--- src/rtl/sys_ctrl_tx_serializer.sv ---
// TX path serializer: queues one register-file read and one ALU result, then
// streams them as FIFO_WIDTH-bit words into the UART TX FIFO write port.
module sys_ctrl_tx_serializer #(
    parameter int unsigned FIFO_WIDTH    = 8,
    parameter int unsigned ALU_OUT_WIDTH = 16,
    parameter bit          MSB_FIRST     = 1'b0
) (
    input  logic                     CLK,
    input  logic                     rst,
    input  logic [FIFO_WIDTH-1:0]    Rd_data,
    input  logic                     Rd_data_valid,
    input  logic [ALU_OUT_WIDTH-1:0] ALU_OUT,
    input  logic                     ALU_OUT_valid,
    input  logic                     Full,
    input  logic                     Wr_Ack,
    input  logic                     Ovf_clr,
    output logic [FIFO_WIDTH-1:0]    FIFO_IN,
    output logic                     Wr_Req,
    output logic                     Busy,
    output logic                     Overflow
);

    localparam int unsigned NUM_WORDS = ALU_OUT_WIDTH / FIFO_WIDTH;
    localparam int unsigned CNT_W     = $clog2(NUM_WORDS + 1);
    localparam int unsigned RD_SHIFT  = ALU_OUT_WIDTH - FIFO_WIDTH;

    typedef enum logic [0:0] {StIdle, StSend} state_e;

    state_e                   state_q, state_d;
    logic                     rd_pend_q, rd_pend_d;
    logic [FIFO_WIDTH-1:0]    rd_data_q, rd_data_d;
    logic                     alu_pend_q, alu_pend_d;
    logic [ALU_OUT_WIDTH-1:0] alu_data_q, alu_data_d;
    logic [ALU_OUT_WIDTH-1:0] shift_q, shift_d;
    logic [CNT_W-1:0]         cnt_q, cnt_d;
    logic [FIFO_WIDTH-1:0]    fifo_in_q, fifo_in_d;
    logic                     ovf_q, ovf_d;

    logic                     load_rd, load_alu, accept, last_word;
    logic                     rd_ovf, alu_ovf;
    logic [ALU_OUT_WIDTH-1:0] rd_ext, rd_load, shift_nxt;

    // The word currently on the wire sits at the end the shift moves toward.
    function automatic logic [FIFO_WIDTH-1:0] cur_word(input logic [ALU_OUT_WIDTH-1:0] v);
        if (MSB_FIRST) begin
            return v[ALU_OUT_WIDTH-1 -: FIFO_WIDTH];
        end
        return v[FIFO_WIDTH-1:0];
    endfunction

    assign load_rd   = (state_q == StIdle) && rd_pend_q;
    assign load_alu  = (state_q == StIdle) && !rd_pend_q && alu_pend_q;
    assign accept    = Wr_Req && Wr_Ack;
    assign last_word = (cnt_q == CNT_W'(1));

    assign rd_ext    = ALU_OUT_WIDTH'(rd_data_q);
    assign rd_load   = MSB_FIRST ? (rd_ext << RD_SHIFT) : rd_ext;
    assign shift_nxt = MSB_FIRST ? (shift_q << FIFO_WIDTH) : (shift_q >> FIFO_WIDTH);

    always_ff @(posedge CLK) begin
        if (rst) begin
            state_q    <= StIdle;
            rd_pend_q  <= 1'b0;
            rd_data_q  <= '0;
            alu_pend_q <= 1'b0;
            alu_data_q <= '0;
            shift_q    <= '0;
            cnt_q      <= '0;
            fifo_in_q  <= '0;
            ovf_q      <= 1'b0;
        end else begin
            state_q    <= state_d;
            rd_pend_q  <= rd_pend_d;
            rd_data_q  <= rd_data_d;
            alu_pend_q <= alu_pend_d;
            alu_data_q <= alu_data_d;
            shift_q    <= shift_d;
            cnt_q      <= cnt_d;
            fifo_in_q  <= fifo_in_d;
            ovf_q      <= ovf_d;
        end
    end

    always_comb begin
        state_d = state_q;
        case (state_q)
            StIdle: if (rd_pend_q || alu_pend_q) state_d = StSend;
            StSend: if (accept && last_word) state_d = StIdle;
        endcase
    end

    always_comb begin
        Wr_Req   = (state_q == StSend) && !Full;
        Busy     = (state_q == StSend) || rd_pend_q || alu_pend_q;
        FIFO_IN  = fifo_in_q;
        Overflow = ovf_q;
    end

    // A strobe into an occupied slot is dropped unless the slot drains this cycle.
    always_comb begin
        rd_ovf     = Rd_data_valid && rd_pend_q && !load_rd;
        alu_ovf    = ALU_OUT_valid && alu_pend_q && !load_alu;
        rd_pend_d  = rd_pend_q;
        rd_data_d  = rd_data_q;
        alu_pend_d = alu_pend_q;
        alu_data_d = alu_data_q;

        if (Rd_data_valid && !rd_ovf) begin
            rd_pend_d = 1'b1;
            rd_data_d = Rd_data;
        end else if (load_rd) begin
            rd_pend_d = 1'b0;
        end

        if (ALU_OUT_valid && !alu_ovf) begin
            alu_pend_d = 1'b1;
            alu_data_d = ALU_OUT;
        end else if (load_alu) begin
            alu_pend_d = 1'b0;
        end

        if (rd_ovf || alu_ovf) begin
            ovf_d = 1'b1;
        end else if (Ovf_clr) begin
            ovf_d = 1'b0;
        end else begin
            ovf_d = ovf_q;
        end
    end

    always_comb begin
        shift_d   = shift_q;
        cnt_d     = cnt_q;
        fifo_in_d = fifo_in_q;
        if (load_rd) begin
            shift_d   = rd_load;
            cnt_d     = CNT_W'(1);
            fifo_in_d = rd_data_q;
        end else if (load_alu) begin
            shift_d   = alu_data_q;
            cnt_d     = CNT_W'(NUM_WORDS);
            fifo_in_d = cur_word(alu_data_q);
        end else if (accept) begin
            if (last_word) begin
                cnt_d = '0;
            end else begin
                shift_d   = shift_nxt;
                cnt_d     = cnt_q - CNT_W'(1);
                fifo_in_d = cur_word(shift_nxt);
            end
        end
    end

endmodule

--- config.mk ---
export PLATFORM = sky130hd
export DESIGN_NAME = sys_ctrl_tx_serializer
export DESIGN_NICKNAME = d
export VERILOG_FILES = /design/src/rtl/sys_ctrl_tx_serializer.sv
export SDC_FILE = /design/constraint.sdc
export NUM_CORES = 1
export LEC_CHECK = 0
export CAP_MARGIN = 25
export CORE_UTILIZATION = 44
export DETAILED_ROUTE_END_ITERATION = 8
export PLACE_DENSITY_LB_ADDON = 0.2
export RECOVER_POWER = 100
export REMOVE_ABC_BUFFERS = 1
export SETUP_SLACK_MARGIN = 0.4
export SLEW_MARGIN = 20
export SYNTH_ARGS = -nofsm -noshare
export SYNTH_HDL_FRONTEND = slang
export SYNTH_SLANG_ARGS = --single-unit
--- constraint.sdc ---
create_clock -name CLK -period 1.9 [get_ports CLK]
set_input_delay 0.38 -clock CLK [delete_from_list [all_inputs] [get_ports CLK]]
set_output_delay 0.38 -clock CLK [all_outputs]
set_load 0.02 [all_outputs]
==> flow_summary_export.csv <==
group,metric,value,unit
clock_tree,clock_sinks,46,
placed_design,globalplace.congestion,0.759,
pwr,p_leak,0.964,nW
worst_setup_path,max_stage_delay,400,ps
worst_setup_path,worstReg2RegEnd,"FIFO_IN[4]$_SDFFE_PP0P_",
timing,finalCritPeriodShare,0.847,
floorplanning,rows,24,
synthesis,syn_inst,241,
placed_design,hpwlAfterDp,3120,µm
route,met3WireLength,213,µm
cells_and_area,area_growth,29.6,%
cells_and_area,multi_input_area,990,µm²
worst_setup_path,crit_cells,2,
clock_tree,post-cts-setup-buffer-count,0,
timing,hold_ws,460,ps
cells_and_area,nNetsFinal,314,
floorplanning,core,4380,µm²
worst_setup_path,timing.rr.start,"rd_pend_q$_SDFFE_PP0P_",
route,postRouteWirelength,4620,µm
floorplanning,die_h,69.8,µm
worst_setup_path,crit_slowest_cell,"clkdlybuf4s25_1",
synthesis,yosysSeqAreaShare,0.455,
route,first_pass_iters,4,
timing,timing.final.max_slew_violations,0,
grt,grt_max_degree,40,
floorplanning,initial_core_util,0.461,
cells_and_area,fillers,403,
placed_design,preCtsSetupSlack,-101,ps
grt,grt.total_usage,0.200,
clock_tree,clockRootBuffer,"clkbuf_8",
worst_setup_path,crit_fanout,4,
synthesis,syn_area_per_cell,8.39,µm²
hold_path,worst_hold_path_type,"flop to flop",
clock_tree,cts_buffer_depth,2,
worst_setup_path,reg2reg_depth,4,
cells_and_area,drive_above_1_share,0.134,
pwr,ir_drop,0.000468,V
pwr,p_total,0.00216,W
timing,worst_slew_pin_slew,506,ps
pwr,powerDensity,824,nW/µm²
worst_setup_path,arrival,1230,ps
worst_setup_path,r2r_slack,360,ps
route,ant_nets,0,
worst_setup_path,end_kind,"output port",
clock_tree,clk_pin_slew,80,ps
route,drc_errors,0,
clock_tree,tritoncts,"built",
timing,clock.fmax,622,MHz
hold_path,hold_depth,2,
floorplanning,io_pins,42,
clock_tree,clk_latency,290,ps
synthesis,ys_seq_elements,46,
clock_tree,htreeDepth,2,
timing,slew_headroom,0.662,
worst_setup_path,path_delay_family,"buffers and inverters",
route,via_per_inst,5.34,
grt,grt_pass1_vias,1667,
floorplanning,fp.dieArea,4870,µm²
route,wl_met2,2040,µm
timing,rsz0062_at_grt,"yes",
worst_setup_path,crit_buf_inv,1,
worst_setup_path,startpoint,"state_q$_SDFF_PP0_",
worst_setup_path,cp_cell_sequence,"nor2b_2 -> clkdlybuf4s25_1",
grt,grt_antenna_before_repair,0,
grt,grt_pass1_wl,7850,µm
placed_design,portBuffers,41,
synthesis,synth_area,2020,µm²
run,cap_viol_max_count,0,
clock_tree,postCtsHoldBufs,0,
worst_setup_path,crit_type,"flop to output port",
timing,period_needed,1610,ps
route,met1Wirelength,2300,µm
route,maxUsedRoutingLayer,"met4",
clock_tree,cts_made_buffers,5,
floorplanning,die_x,69.8,µm
timing,clock_skew,5.49,ps
worst_setup_path,endpoint,"Wr_Req",
route,num_vias,1788,
synthesis,ys_warn_count,0,
worst_setup_path,worstPathRequired,1520,ps
cells_and_area,n_antenna_cell,0,
timing,finalHoldViolations,0,
outcome,status,"finished clean",
grt,grt_overflow,0,
cells_and_area,regArea,923,µm²
synthesis,netlist-cell-type-count,36,
route,drt_iter0_drc,67,
route,wire_per_inst,13.8,µm
timing,setup_viol,0,
worst_setup_path,startpoint_type,"flop",
timing,setup_ws,292,ps
-- power by group --
group / internal, W / switching [W] / leakage, nW
clock: 0.000392 / 0.000320 / 0.0514
sequential: 0.00103 / 0.0000339 / 0.378
combinational: 0.000184 / 0.000204 / 0.535
total: 0.00160 / 0.000558 / 0.964
-- through the flow --
step / util / cells / TNS, ps / cell area [µm²]
after floorplan: - / 221 / 0 / 1920
final: 0.598 / 335 / 0 / 2620
after CTS: 0.596 / 335 / 0 / 2610
after global routing: 0.598 / 335 / 0 / 2620
after global placement: 0.572 / 327 / -40.1 / 2510
after detailed placement: 0.572 / 327 / -101 / 2510
-- layout make-up --
class                   count  area share
clock inverters             2      0.0143
clock buffers               6      0.0277
inverters                   4     0.00573
flip-flops and latches     46       0.352
multi-input cells         171       0.378
repair buffers             54       0.198
well taps                  52      0.0248
-- sequential cells by signal (all words and copies together) (netlist names) --
register,count
FIFO_IN,8
Overflow,1
alu_data_q,16
alu_pend_q,1
cnt_q,2
rd_data_q,8
rd_pend_q,1
shift_q,8
state_q,1
-- how the worst min path moves through the flow --
stage	from	end	slack [ps]
final	rd_data_q[7]$_SDFFE_PP0P_	rd_data_q[7]$_SDFFE_PP0P_	460
after floorplan	rd_data_q[7]$_SDFFE_PP0P_	rd_data_q[7]$_SDFFE_PP0P_	430
after global placement	rd_data_q[7]$_SDFFE_PP0P_	rd_data_q[7]$_SDFFE_PP0P_	440
after global routing	rd_data_q[7]$_SDFFE_PP0P_	rd_data_q[7]$_SDFFE_PP0P_	470
after CTS	rd_data_q[7]$_SDFFE_PP0P_	rd_data_q[7]$_SDFFE_PP0P_	460
after detailed placement	rd_data_q[7]$_SDFFE_PP0P_	rd_data_q[7]$_SDFFE_PP0P_	450
-- synth_stat cells (all sizes together) --
cell,number,area [µm²]
o21a,2,15.0
buf,11,67.6
nor2,3,11.3
a32oi,1,8.76
o41ai,1,8.76
clkbuf,9,33.8
and4bb,1,12.5
or3,1,6.26
inv,4,15.0
a211oi,2,15.0
nand3,19,95.1
nor3,8,40.0
nand4b,1,8.76
nand4bb,1,11.3
a311oi,7,61.3
nor3b,1,12.5
or3b,2,17.5
nand2,40,150
a22oi,2,15.0
o21ba,1,10.0
dfxtp,46,921
a21o,4,30.0
o21bai,4,33.8
o21ai,19,98.9
nor2b,2,12.5
nand2b,4,25.0
ha,1,12.5
a21boi,1,11.3
a21bo,1,10.0
a21oi,37,215
nand3b,5,37.5
-- tightest hold or removal path, cell delays in order (launching register included) --
cell and delay (ps):
dfxtp_1 320, nand2_1 50, a21oi_1 50
-- cell families (layout without fill, tap and decap cells) --
kind of cell	after synthesis	count (layout)	share of synthesized area
compound gates	82	82	0.263
fa+ha+maj	1	1	0.00618
buf+inv	24	66	0.0575
flops	46	46	0.455
simple gates	88	88	0.218
-- repair_timing --
action | in CTS | in global routing
pin swaps | 2 | 2
hold endpoints to repair | 0 | 0
gates resized for setup | 20 | 12
setup endpoints to repair | 23 | 33
-- metal layers --
layer,GRT usage,up-vias
li1,-,934
met1,0.286,795
met2,0.299,53
met3,0.0451,6
met4,0.0622,0
met5,0,-
-- placed cells by master (no fill, tap or decap), types with 2 or more instances in the layout --
cell type / instances
dfxtp_1: 44
nand2_1: 40
a21oi_1: 31
clkdlybuf4s50_1: 26
nand3_1: 19
o21ai_0: 18
dlygate4sd2_1: 10
nor3_1: 8
buf_4: 8
a311oi_1: 7
a21oi_2: 6
nand3b_1: 5
clkbuf_8: 5
inv_1: 4
nand2b_1: 4
a21o_1: 4
buf_6: 4
nor2_1: 3
o21bai_1: 3
dlygate4sd3_1: 3
nor2b_2: 2
a22oi_1: 2
a211oi_1: 2
dfxtp_2: 2
(Power assumes the default switching activity.)
